File: config.mk
export PLATFORM = sky130hd
export DESIGN_NAME = irq_prio_sched_flat
export DESIGN_NICKNAME = d
export VERILOG_FILES = /design/src/rtl/irq_prio_sched_pkg.sv /design/src/rtl/irq_prio_sched_if.sv /design/src/rtl/irq_prio_sched_prio_enc8.sv /design/src/rtl/irq_prio_sched.sv /design/src/flat_wrapper.sv
export SDC_FILE = /design/constraint.sdc
export NUM_CORES = 1
export LEC_CHECK = 0
export CAP_MARGIN = 20
export CELL_PAD_IN_SITES_DETAIL_PLACEMENT = 1
export CELL_PAD_IN_SITES_GLOBAL_PLACEMENT = 1
export CORE_ASPECT_RATIO = 1.1
export CORE_MARGIN = 2
export CORE_UTILIZATION = 36
export DETAILED_ROUTE_END_ITERATION = 12
export PLACE_DENSITY_LB_ADDON = 0.1
export SYNTH_ARGS = -nofsm -noshare
export SYNTH_HDL_FRONTEND = slang
export SYNTH_SLANG_ARGS = --single-unit
File: constraint.sdc
create_clock -name clk -period 4.1 [get_ports clk]
set_input_delay 1.025 -clock clk [delete_from_list [all_inputs] [get_ports clk]]
set_output_delay 1.025 -clock clk [all_outputs]
set_load 0.02 [all_outputs]
File: src/rtl/irq_prio_sched_pkg.sv
// Shared types and constants for the interrupt priority scheduler.
//   state_t      : handshake state encoding (IDLE, REQ, VEC, HOLD)
//   NLINES       : number of interrupt lines
//   VECBASE_DEF  : default vector address of IRQ0
//   SPURIOUS_DEF : default vector returned when no request survives acknowledge
package irq_prio_sched_pkg;

  localparam int NLINES = 8;
  localparam logic [15:0] VECBASE_DEF  = 16'h0008;
  localparam logic [15:0] SPURIOUS_DEF = 16'h0020;

  typedef enum logic [1:0] {
    ST_IDLE,
    ST_REQ,
    ST_VEC,
    ST_HOLD
  } state_t;

  // IRQn vector = base + 2*n, 16-bit modulo.
  function automatic logic [15:0] vec_addr(input logic [15:0] base, input logic [2:0] idx);
    return base + {12'b0, idx, 1'b0};
  endfunction

endpackage

File: src/rtl/irq_prio_sched_if.sv
// Bus between interrupt controller / CPU and the priority scheduler.
//   irq_pend     : masked pending flags, bit n = IRQn
//   int_en       : CPU global interrupt enable
//   cpu_iack     : CPU acknowledge level, held until vector_valid is seen
//   eoi          : one-cycle non-specific end-of-interrupt strobe
//   nirq         : active-low interrupt request to CPU
//   vector       : vector address, valid while vector_valid is high
//   vector_valid : one-cycle vector strobe
//   clr_irq      : one-hot one-cycle clear to the controller
//   in_service   : in-service register
interface irq_prio_sched_if;
  import irq_prio_sched_pkg::*;

  logic [NLINES-1:0] irq_pend;
  logic              int_en;
  logic              cpu_iack;
  logic              eoi;
  logic              nirq;
  logic [15:0]       vector;
  logic              vector_valid;
  logic [NLINES-1:0] clr_irq;
  logic [NLINES-1:0] in_service;

  // Scheduler side.
  modport slave (
    input  irq_pend, int_en, cpu_iack, eoi,
    output nirq, vector, vector_valid, clr_irq, in_service
  );

  // Controller/CPU side.
  modport master (
    output irq_pend, int_en, cpu_iack, eoi,
    input  nirq, vector, vector_valid, clr_irq, in_service
  );
endinterface

File: src/rtl/irq_prio_sched_prio_enc8.sv
// Combinational 8-bit priority encoder, lowest set bit wins.
//   i_vec   : input bits
//   o_idx   : index of the lowest set bit (0 when none)
//   o_found : at least one bit set
module prio_enc8
  import irq_prio_sched_pkg::*;
(
  input  logic [NLINES-1:0] i_vec,
  output logic [2:0]        o_idx,
  output logic              o_found
);

  // Scan from the top down so the lowest set bit is written last.
  always_comb begin
    o_idx   = '0;
    o_found = 1'b0;
    for (int unsigned i = NLINES; i > 0; i--) begin
      if (i_vec[3'(i - 1)]) begin
        o_idx   = 3'(i - 1);
        o_found = 1'b1;
      end
    end
  end

endmodule

File: src/rtl/irq_prio_sched.sv
// Interrupt priority scheduler: picks the highest-priority pending request
// that may pre-empt current service, runs the CPU request/acknowledge/vector
// handshake, pulses a clear to the controller and tracks in-service levels
// for nesting and EOI.
//   clk       : system clock
//   reset     : synchronous active-high reset
//   sched_bus : irq_prio_sched_if.slave (pending/enable/ack/eoi in,
//               nirq/vector/vector_valid/clr_irq/in_service out)
module irq_prio_sched
  import irq_prio_sched_pkg::*;
#(
  parameter logic [15:0] VECBASE  = VECBASE_DEF,
  parameter logic [15:0] SPURIOUS = SPURIOUS_DEF
) (
  input  logic               clk,
  input  logic               reset,
  irq_prio_sched_if.slave    sched_bus
);

  state_t            r_state;
  logic              r_nirq;
  logic [15:0]       r_vector;
  logic              r_vector_valid;
  logic [NLINES-1:0] r_clr_irq;
  logic [NLINES-1:0] r_in_service;
  logic [2:0]        r_win_idx;
  logic              r_win_found;

  logic [2:0]        w_pend_idx;
  logic              w_pend_found;
  logic [2:0]        w_is_idx;
  logic              w_is_found;
  logic              w_cand_found;
  logic              w_eligible;
  logic [NLINES-1:0] w_cand_onehot;
  logic [NLINES-1:0] w_in_service_next;

  prio_enc8 u_enc_pend (
    .i_vec   (sched_bus.irq_pend),
    .o_idx   (w_pend_idx),
    .o_found (w_pend_found)
  );

  prio_enc8 u_enc_is (
    .i_vec   (r_in_service),
    .o_idx   (w_is_idx),
    .o_found (w_is_found)
  );

  // Only the lowest pending line can be a candidate: if it is not above the
  // highest-priority in-service level, no higher-numbered line can be.
  always_comb begin
    w_cand_found  = w_pend_found && (!w_is_found || (w_pend_idx < w_is_idx));
    w_eligible    = sched_bus.int_en && w_cand_found;
    w_cand_onehot = '0;
    w_cand_onehot[w_pend_idx] = w_cand_found;
  end

  // EOI clears against the pre-VEC register; the new winner bit is OR'd in
  // afterwards so both land on the same edge.
  always_comb begin
    w_in_service_next = r_in_service;
    if (sched_bus.eoi && w_is_found) begin
      w_in_service_next[w_is_idx] = 1'b0;
    end
    if ((r_state == ST_VEC) && r_win_found) begin
      w_in_service_next[r_win_idx] = 1'b1;
    end
  end

  always_ff @(posedge clk) begin
    if (reset) begin
      r_state        <= ST_IDLE;
      r_nirq         <= 1'b1;
      r_vector       <= '0;
      r_vector_valid <= 1'b0;
      r_clr_irq      <= '0;
      r_in_service   <= '0;
      r_win_idx      <= '0;
      r_win_found    <= 1'b0;
    end else begin
      r_vector_valid <= 1'b0;
      r_clr_irq      <= '0;
      r_in_service   <= w_in_service_next;
      case (r_state)
        ST_IDLE: begin
          if (w_eligible) begin
            r_state <= ST_REQ;
            r_nirq  <= 1'b0;
          end
        end
        ST_REQ: begin
          if (sched_bus.cpu_iack) begin
            r_state        <= ST_VEC;
            r_nirq         <= 1'b1;
            r_win_idx      <= w_pend_idx;
            r_win_found    <= w_cand_found;
            r_vector_valid <= 1'b1;
            r_vector       <= w_cand_found ? vec_addr(VECBASE, w_pend_idx) : SPURIOUS;
            r_clr_irq      <= w_cand_onehot;
          end else if (!w_eligible) begin
            r_state <= ST_IDLE;
            r_nirq  <= 1'b1;
          end
        end
        ST_VEC: begin
          r_state <= ST_HOLD;
        end
        ST_HOLD: begin
          if (!sched_bus.cpu_iack) begin
            r_state <= ST_IDLE;
          end
        end
        default: r_state <= ST_IDLE;
      endcase
    end
  end

  assign sched_bus.nirq         = r_nirq;
  assign sched_bus.vector       = r_vector;
  assign sched_bus.vector_valid = r_vector_valid;
  assign sched_bus.clr_irq      = r_clr_irq;
  assign sched_bus.in_service   = r_in_service;

endmodule

File: src/flat_wrapper.sv
// flat-port wrapper written by rule: the top's interface ports become plain ports
module irq_prio_sched_flat import irq_prio_sched_pkg::*;
#(
  parameter logic [15:0] VECBASE  = VECBASE_DEF,
  parameter logic [15:0] SPURIOUS = SPURIOUS_DEF
)
  (clk, reset, sched_bus_irq_pend, sched_bus_int_en, sched_bus_cpu_iack, sched_bus_eoi, sched_bus_nirq, sched_bus_vector, sched_bus_vector_valid, sched_bus_clr_irq, sched_bus_in_service);
  irq_prio_sched_if sched_bus_i ();
  input  logic clk;
  input  logic reset;
  input wire logic [$bits(sched_bus_i.irq_pend)-1:0] sched_bus_irq_pend;
  input wire logic [$bits(sched_bus_i.int_en)-1:0] sched_bus_int_en;
  input wire logic [$bits(sched_bus_i.cpu_iack)-1:0] sched_bus_cpu_iack;
  input wire logic [$bits(sched_bus_i.eoi)-1:0] sched_bus_eoi;
  output wire logic [$bits(sched_bus_i.nirq)-1:0] sched_bus_nirq;
  output wire logic [$bits(sched_bus_i.vector)-1:0] sched_bus_vector;
  output wire logic [$bits(sched_bus_i.vector_valid)-1:0] sched_bus_vector_valid;
  output wire logic [$bits(sched_bus_i.clr_irq)-1:0] sched_bus_clr_irq;
  output wire logic [$bits(sched_bus_i.in_service)-1:0] sched_bus_in_service;
  assign sched_bus_i.irq_pend = sched_bus_irq_pend;
  assign sched_bus_i.int_en = sched_bus_int_en;
  assign sched_bus_i.cpu_iack = sched_bus_cpu_iack;
  assign sched_bus_i.eoi = sched_bus_eoi;
  assign sched_bus_nirq = sched_bus_i.nirq;
  assign sched_bus_vector = sched_bus_i.vector;
  assign sched_bus_vector_valid = sched_bus_i.vector_valid;
  assign sched_bus_clr_irq = sched_bus_i.clr_irq;
  assign sched_bus_in_service = sched_bus_i.in_service;
  irq_prio_sched #(.VECBASE(VECBASE), .SPURIOUS(SPURIOUS)) u_core (.clk(clk), .reset(reset), .sched_bus(sched_bus_i));
endmodule
# --- Word-level counts from Yosys, hierarchy flattened ---
# Cells that the tools add are included.
# W data, S select, Z words.
classes:
  add_sub_neg: 1
  n_lt_le_gt_ge: 7
  eq_ne: 6
  mux: 51
  bitwise: 6
  n_reduce_logical: 16
ops:
  columns: ["cell", "count"]
  rows:
  - ["$mux W3", 16]
  - ["$mux W1", 23]
  - ["$and A8 B8 Y8", 2]
  - ["$mux W16", 1]
  - ["$mux W8", 2]
  - ["$lt A3 B4 Y1 const B", 3]
  - ["$demux W1 S3", 3]
  - ["$ge A3 B1 Y1 const B", 3]
  - ["$mux W2", 4]
  - ["$not A8 Y8", 1]
  - ["$or A8 B8 Y8", 1]
  - ["$pmux W2 S4", 1]
  - ["$logic_and A1 B1 Y1", 7]
  - ["$reduce_and A3 Y1", 2]
  - ["$add A4 B4 Y5 const A", 1]
  - ["$eq A2 B2 Y1 const B", 2]
  - ["$lt A3 B3 Y1", 1]
  - ["$ne A3 B3 Y1 const B", 1]
  - ["$reduce_or A3 Y1", 1]
  - ["$eq A2 B1 Y1 const B", 1]
  - ["$logic_not A2 Y1", 1]
  - ["$ne A2 B1 Y1 const B", 1]
  - ["$ne A2 B2 Y1 const B", 1]
  - ["$not A1 Y1", 2]
  - ["other kinds (6)", 6]
totals:
  reg_bits: 40
  in_bits: 13
  output_inout_bits: 34
  wordCells: 95

# --- Logic depth before layout (Yosys ltp) ---
# Gate-level depths: netlist (run 1).
depth:
  depth_word: 17
  depth_mapped: 9
  mapped_depth_nobuf: 9

# --- Cells and area by module ---
# A second synthesis (run 1) with hierarchy kept.
hier_totals:
  cells_unflattened: 166
  area_unflattened_um2: 1390.1
by_module_without_submodules:
  columns: ["mod", "instances", "cells_each", "area_per_inst_um2", "seq_area_each_um2"]
  rows:
  - ["irq_prio_sched", 1, 140, 1229.9, 580.6]
  - ["prio_enc8", 2, 13, 80.1, 0.0]

# --- Worst setup path before layout (run 1) ---
# Ideal clock, no wire load.
synth_timing:
  kind: "input -> register"
  startpoint: "input sched_bus_irq_pend[0]"
  endpoint: "register u_core.r_nirq (netlist: u_core.sched_bus.nirq)"
  setup_ns: 0.123
  arrival_ns: 2.767
  required_ns: 3.977
  slack_ns: 1.210
  stages: 7
  n_path_buf: 0
  path_cell_list: "or4_1 nor2_2 ha_1 a21oi_1 a2bb2oi_4 and4b_1 a21oi_1"
synth_between:
  elab_chain_len: 7
  word_cells_on_any_way: 9
  classes_between: "1 x order compare; 2 x eq/ne; 2 x mux; 4 x reduce/logical"
synth_lines:
  columns: ["element", "line_no", "source"]
  rows:
  - ["start: declaration", "flat_wrapper.sv:11", "input wire logic [$bits(sched_bus_i.irq_pend)-1:0] sched_bus_irq_pend;"]
  - ["$mux W3 *", "irq_prio_sched_prio_enc8.sv:18", "if (i_vec[3'(i - 1)]) begin"]
  - ["net u_core.u_enc_pend.o_idx[2]", "irq_prio_sched_prio_enc8.sv:9", "output logic [2:0] o_idx,"]
  - ["$lt A3 B3 Y1 *", "irq_prio_sched.sv:53", "w_cand_found = w_pend_found && (!w_is_found || (w_pend_idx < w_is_idx));"]
  - ["$logic_or A1 B1 Y1 *", "irq_prio_sched.sv:53", null]
  - ["$logic_and A1 B1 Y1 *", "irq_prio_sched.sv:53", null]
  - ["$logic_and A1 B1 Y1 *", "irq_prio_sched.sv:54", "w_eligible = sched_bus.int_en && w_cand_found;"]
  - ["$ne A3 B3 Y1 (no source line) or $ne A2 B1 Y1 (tied branches)", null, null]
  - ["$reduce_and A3 Y1 (no source line) *", null, null]
  - ["end signal: assignment", "irq_prio_sched.sv:74", "r_nirq <= 1'b1;"]
  - ["end signal: assignment", "irq_prio_sched.sv:89", "r_nirq <= 1'b0;"]
  - ["end signal: assignment", "irq_prio_sched.sv:95", "r_nirq <= 1'b1;"]
  - ["end: declaration", "irq_prio_sched.sv:21", "logic r_nirq;"]
# Mark *: on every way through the listed nets, which the timed path passes. The rest lies on a longest branch.
# A chain may end at the register's enable or synchronous reset.

# --- Worst setup path after layout (run 1) ---
# Ends and elaborated chain as after synthesis.

==> impl_metrics.py, run 1 <==
metrics = {
    "timing": {
        "fin_setup_tns_ns": 0,
        "finalSetupViolCount": 0,
        "drv_slew": 0,
        "fmax_mhz": 294.9,
        "hold_viol": 0,
        "fin_crit_ns": 3.391,
        "setup_slack_ns": 0.7086,
        "fin_crit_sh": 0.8272,
        "finClkSkew_ns": 0.003284,
        "timing.hold.ws_ns": 0.4740,
        "maxSlewHeadroom": 0.5634,
        "rsz0062_at_grt": "false",
        "worst_slew_pin_slew_ns": 0.6458,
    },
    "clocking": {
        "clk_path_buf_depth": 2,
        "clock-sinks": 29,
        "htreeDepth": 2,
        "clock_latency_ns": 0.28,
        "ctsResizeCount": 0,
        "clock-root-buffer": "clkbuf_8",
        "postCtsSetupBuffers": 0,
        "cts_tree": "done",
        "numCtsBuffers": 5,
        "path_clk_slew_ns": 0.06,
        "postCtsHoldBufs": 0,
    },
    "setup_path": {
        "path_delay_family": "simple AND/OR/NAND/NOR gates",
        "cp_num_buf_inv": 1,
        "slowest_delay_ns": 0.62,
        "startpoint_type": "input port",
        "crit_required_ns": 4.26,
        "arrival_ns": 3.55,
        "worstSetupEndpointType": "register",
        "criticalPathCategory": "in -> reg",
        "cp_slowest_cell": "or4_1",
        "path_cells": "clkdlybuf4s50_1 > or4_1 > nor2_2 > ha_1 > a21oi_1 > a2bb2oi_4 > and4b_1 > a21oi_1",
        "cp_max_fo": 7,
        "cpMostUsedCell": "a21oi_1",
    },
    "synthesis": {
        "yosys.area.top_type": "dfxtp_1",
        "synth_xor_area_frac": 0.005902,
        "synth_top_family_by_area": "simple AND/OR/NAND/NOR gates",
        "avgSynthCellArea_sq_um": 8.384,
        "ys_seq_area_frac": 0.3912,
        "muxShareOfSynthArea": 0,
        "ys_types": 47,
        "yosysTopAreaCellShare": 0.3912,
        "synth-edff-count": 0,
        "synth_ff_type": "dfxtp_1",
        "yosys-top-cells-area": "dfxtp_1, nor2_1, buf_4",
        "syn_area_sq_um": 1484,
        "synthAdderAreaFrac": 0.01686,
        "async_flop_share": 0,
        "synth-simple-area-share": 0.2639,
        "syn_inst": 177,
        "yosysWarnings": 0,
        "synth_compound_area_frac": 0.2344,
        "ys_seq_elements": 29,
    },
    "floorplan": {
        "start_util": 0.3744,
        "boundaryPins": 47,
        "fp.dieW_microns": 65.22,
        "coreArea_sq_um": 3964,
        "fp.dieH_microns": 71.34,
        "rows": 24,
        "die-area_sq_um": 4652,
    },
    "detailed_routing": {
        "num_vias": 1390,
        "final_antenna_net_count": 0,
        "avgRoutedWirePerCell_microns": 15.10,
        "finalWirelength_mm": 4.031,
        "first_pass_iters": 4,
        "drc": 0,
        "routed_via_density": 5.206,
        "drtIter0Drc": 30,
    },
    "placement": {
        "post-place-ws_ns": 0.4463,
        "place.detailed.hpwl_mm": 3.139,
        "place_area_sq_um": 1833,
        "portBuffers": 35,
        "gp_congestion": 0.8043,
    },
    "grt": {
        "grt_max_degree": 22,
        "grt_util_all_layers": 0.1924,
        "grt_pass1_vias": 1450,
        "overflow": 0,
        "grt_pass1_wl_mm": 6.913,
        "antenna_found_initial": 0,
    },
    "final_layout": {
        "utilization": 0.4880,
        "fillers": 495,
        "num-nets-final": 229,
        "synthToLayoutAreaGrowth_pct": 30.35,
        "stdcell_area_sq_um": 1934,
        "antennaDiodeCount": 0,
        "drive_above_1_share": 0.07442,
        "register_area_sq_um": 580.6,
        "multiInputGateArea_sq_um": 814.5,
    },
    "power": {
        "ir_drop_mv": 0.2128,
        "p_leak_nw": 0.7003,
        "powerDensity_nw_per_um2": 333.2,
    },
    "status": {
        "status": "finished clean",
    },
    "run": {
        "max_cap_viol_count": 0,
    },
    "min_path": {
        "holdCritPathClass": "reg -> reg",
    },
}
## worst paths after layout
| check | from | to | slack (ns) | depth (start not counted) |
|---|---|---|---|---|
| worst max-delay path | sched_bus_irq_pend[0] | u_core.sched_bus.nirq | 0.71 | 8 |
| worst min-delay path | u_core.sched_bus.vector[2] | u_core.sched_bus.vector[2] | 0.47 | 1 |
| worst max register to register | u_core.sched_bus.in_service[5] | u_core.sched_bus.nirq | 1.88 | 6 |
| worst min register to register | u_core.sched_bus.vector[2] | u_core.sched_bus.vector[2] | 0.47 | 1 |
## cell type report
| type | count | share of cell area |
|---|---|---|
| clock buffers | 7 | 0.04981 |
| clock inverters | 1 | 0.002587 |
| inverters | 4 | 0.007762 |
| multi-input cells | 138 | 0.4211 |
| flip-flops and latches | 29 | 0.3001 |
| well taps | 52 | 0.03364 |
| repair buffers | 36 | 0.1850 |
## worst reg2reg max path, delay by kind of cell, from the launching register on
family	cells	cell delay, ns
and+or+nand+nor	1	0.22
adders and majority gates	1	0.35
AOI/OAI and AO/OA	4	1.18
DFF	1	0.35
## power breakdown
part           switching [W]  internal, W  total [W]
Sequential        0.00000842     0.000290   0.000299
Clock               0.000104     0.000151   0.000256
Combinational      0.0000532    0.0000370  0.0000902
Total               0.000166     0.000478   0.000645
## metal layers
layer  GRT usage  routed length (microns)  vias to the layer above  share of wire
met3     0.04553                      154                        5          0.038
met2      0.3401                     2101                       33           0.52
met5           0                        0                        -              0
met4     0.06944                       55                        0          0.014
met1      0.2254                     1719                      657           0.43
li1            -                        -                      695              -
## sequential cells by signal, summed over array words and instances (netlist names), named ones only
name	cells
u_core.sched_bus.vector_valid	1
u_core.sched_bus.in_service	8
u_core.r_state	1
u_core.sched_bus.vector	5
u_core.r_win_idx	3
u_core.sched_bus.nirq	1
u_core.r_win_found	1
u_core.sched_bus.clr_irq	8
## cells in the final DEF (no fill, tap or decap), drive strengths merged, types with 2 or more instances in the layout
| cell type | netlist | layout |
|---|---|---|
| a211oi | 4 | 4 |
| a21oi | 14 | 14 |
| a22oi | 3 | 3 |
| and3 | 3 | 3 |
| clkbuf | 4 | 7 |
| clkdlybuf4s50 | 0 | 35 |
| conb | 1 | 11 |
| dfxtp | 29 | 29 |
| ha | 2 | 2 |
| inv | 4 | 4 |
| nand2 | 13 | 13 |
| nand3 | 5 | 5 |
| nand3b | 4 | 4 |
| nor2 | 28 | 28 |
| nor2b | 4 | 4 |
| nor3 | 4 | 4 |
| nor4 | 4 | 4 |
| o21a | 3 | 3 |
| o21ai | 13 | 13 |
| o2bb2ai | 2 | 2 |
| or4 | 2 | 2 |
## synthesized netlist by cell type (2+ instances only)
| cell | n |
|---|---|
| buf_4 | 11 |
| a21oi_1 | 14 |
| and3_1 | 3 |
| nand2_1 | 13 |
| inv_1 | 4 |
| clkbuf_1 | 2 |
| o2bb2ai_1 | 2 |
| ha_1 | 2 |
| a211oi_1 | 4 |
| or4_1 | 2 |
| o21ai_1 | 2 |
| nand3_1 | 5 |
| nor2_1 | 27 |
| dfxtp_1 | 29 |
| nand3b_1 | 4 |
| nor2b_1 | 4 |
| nor4_1 | 2 |
| nor3_1 | 4 |
| clkbuf_2 | 2 |
| o21a_1 | 3 |
| o21ai_0 | 10 |
| a22oi_1 | 3 |
## metrics by stage
stage	power, W	instances
floorplan	0.0003646	187
global placement	0.0003901	259
detailed placement	0.0003940	259
CTS	0.0006562	267
global route	0.0006808	267
finish	0.0006445	267
## kinds of logic after synthesis
logic type,Yosys count
and+or+nand+nor,74
AOI/OAI and AO/OA,50
DFF,29
buffers and inverters,20
adders and majority gates,2
xor gates and xnor gates,1
other,1
(Power assumes the default switching activity.)
==> inputs of run 2 (changes only) <==
--- a/config.mk
+++ b/config.mk
@@ -10,7 +10,7 @@
 export CELL_PAD_IN_SITES_GLOBAL_PLACEMENT = 1
 export CORE_ASPECT_RATIO = 1.1
 export CORE_MARGIN = 2
-export CORE_UTILIZATION = 36
+export CORE_UTILIZATION = 30
 export DETAILED_ROUTE_END_ITERATION = 12
 export PLACE_DENSITY_LB_ADDON = 0.1
 export SYNTH_ARGS = -nofsm -noshare
==> constraint.sdc (replaced) <==
create_clock -name clk -period 3.11 [get_ports clk]
set_input_delay 0.7775 -clock clk [delete_from_list [all_inputs] [get_ports clk]]
set_output_delay 0.7775 -clock clk [all_outputs]
set_load 0.02 [all_outputs]
==> run 2 against run 1 <==
Sequential share of layout area fell by 0.92 points. Register-to-register slack got worse by 0.97 ns. Global-route usage fell by 2.6 points. Setup slack got worse by 0.44 ns. First-iteration DRC count rose by 60%. Critical path depth did not move. Via count rose by 2.8%. Combinational power rose by 42%. Final area rose by 3.2%. Critical endpoint is now u_core.sched_bus.clr_irq[0]. Highest routed layer unchanged. Utilization fell by 6.5 points.
==> impl_metrics.py, run 2 (same netlist as run 1, synthesis figures left out) <==
metrics = {
    "grt": {
        "grt_util_all_layers": 0.1660,
        "grt_pass1_vias": 1535,
        "grt_max_degree": 21,
        "antenna_found_initial": 0,
        "grt_pass1_wl_mm": 7.279,
        "overflow": 0,
    },
    "clocking": {
        "clock-sinks": 29,
        "cts_tree": "done",
        "path_clk_slew_ns": 0.06,
        "numCtsBuffers": 5,
        "ctsResizeCount": 0,
        "clock_latency_ns": 0.28,
        "htreeDepth": 2,
        "clock-root-buffer": "clkbuf_8",
        "clk_path_buf_depth": 2,
        "postCtsSetupBuffers": 0,
        "postCtsHoldBufs": 0,
    },
    "detailed_routing": {
        "num_vias": 1429,
        "drtIter0Drc": 48,
        "avgRoutedWirePerCell_microns": 14.83,
        "routed_via_density": 5.085,
        "finalWirelength_mm": 4.166,
        "first_pass_iters": 4,
        "final_antenna_net_count": 0,
        "drc": 0,
    },
    "floorplan": {
        "fp.dieW_microns": 71.06,
        "rows": 26,
        "fp.dieH_microns": 77.77,
        "die-area_sq_um": 5526,
        "boundaryPins": 47,
        "start_util": 0.3146,
        "coreArea_sq_um": 4717,
    },
    "final_layout": {
        "drive_above_1_share": 0.1111,
        "stdcell_area_sq_um": 1996,
        "final_cell_mix": "clkdlybuf4s50_1, dfxtp_1, nor2_1",
        "final_common_cell": "clkdlybuf4s50_1",
        "synthToLayoutAreaGrowth_pct": 34.49,
        "num-nets-final": 239,
        "antennaDiodeCount": 0,
        "utilization": 0.4231,
        "finalNonFillerCells": 281,
    },
    "power": {
        "p_leak_nw": 0.7395,
        "powerDensity_nw_per_um2": 409.0,
        "power_w": 0.0008163,
        "ir_drop_mv": 0.1906,
    },
    "timing": {
        "finClkSkew_ns": 0.004990,
        "drv_slew": 0,
        "rsz0062_at_grt": "false",
        "worst_slew_pin_slew_ns": 0.6814,
        "fin_crit_sh": 0.9134,
        "hold_viol": 0,
        "fin_crit_ns": 2.841,
        "fmax_mhz": 352.0,
        "setup_slack_ns": 0.2693,
        "finalSetupViolCount": 0,
        "maxSlewHeadroom": 0.5393,
    },
    "placement": {
        "place.detailed.hpwl_mm": 3.312,
        "post-place-ws_ns": -0.01022,
        "place_area_sq_um": 1913,
        "gp_congestion": 0.7523,
        "portBuffers": 35,
        "placed_cells": 273,
    },
    "setup_path": {
        "cp_slowest_cell": "or4_1",
        "arrival_ns": 3.05,
        "path_delay_family": "simple AND/OR/NAND/NOR gates",
        "cp_num_buf_inv": 1,
        "crit_required_ns": 3.32,
        "startpoint_type": "input port",
        "cp_max_fo": 6,
        "crit_start": "sched_bus_irq_pend[0]",
        "worstSetupEndpointType": "register",
        "timing.rr.start": "u_core.sched_bus.in_service[2]",
        "criticalPathCategory": "in -> reg",
        "slowest_delay_ns": 0.56,
        "r2r_slack_ns": 0.91,
        "path_cells": "clkdlybuf4s50_1 > or4_1 > nor2_2 > ha_1 > a21oi_1 > a2bb2oi_4 > o311ai_2 > nor2_1",
    },
    "status": {
        "status": "finished clean",
    },
    "min_path": {
        "holdCritPathClass": "reg -> reg",
        "hp-start": "u_core.r_win_idx[2]",
    },
    "run": {
        "max_cap_viol_count": 0,
    },
}
run 2: routing by layer:
layer | global-route usage | vias to the layer above | wire length [microns]
li1 | - | 713 | -
met1 | 0.1978 | 684 | 1856
met2 | 0.2916 | 25 | 2115
met3 | 0.03636 | 7 | 127
met4 | 0.05660 | 0 | 67
met5 | 0 | - | 0
run 2: through the flow:
step                      hold WS, ns  setup TNS [ns]
after CTS                      0.4774               0
after floorplan                0.4449               0
after global routing           0.5253               0
after detailed placement       0.4667        -0.01485
after global placement         0.4610               0
final                          0.4733               0
run 2: final cells by class:
class	count	area, sq um
well taps	56	70.07
multi-input cells	138	814.5
clock buffers	6	72.57
flip-flops and latches	29	580.6
fillers	579	2721
inverters	4	15.01
repair buffers	46	432.9
clock inverters	2	10.01
run 2: final timing paths:
check / end / cells past startpoint
worst min register to register: u_core.r_win_idx[2] / 2
worst min-delay path: u_core.r_win_idx[2] / 2
worst max-delay path: u_core.sched_bus.clr_irq[0] / 8
worst max register to register: u_core.sched_bus.clr_irq[0] / 7
run 2: worst min-delay path, delay by kind of cell, from the launching register on:
family / cells / cell delay (ns)
flip-flops: 1 / 0.32
AO/OA/AOI/OAI: 1 / 0.05
AND/OR/NAND/NOR: 1 / 0.05
run 2: power breakdown:
| part | internal (W) | total [W] | switching (W) |
|---|---|---|---|
| logic | 0.0000562 | 0.000128 | 0.0000718 |
| registers | 0.000382 | 0.000394 | 0.0000113 |
| clock network | 0.000155 | 0.000295 | 0.000140 |
| total | 0.000593 | 0.000816 | 0.000223 |
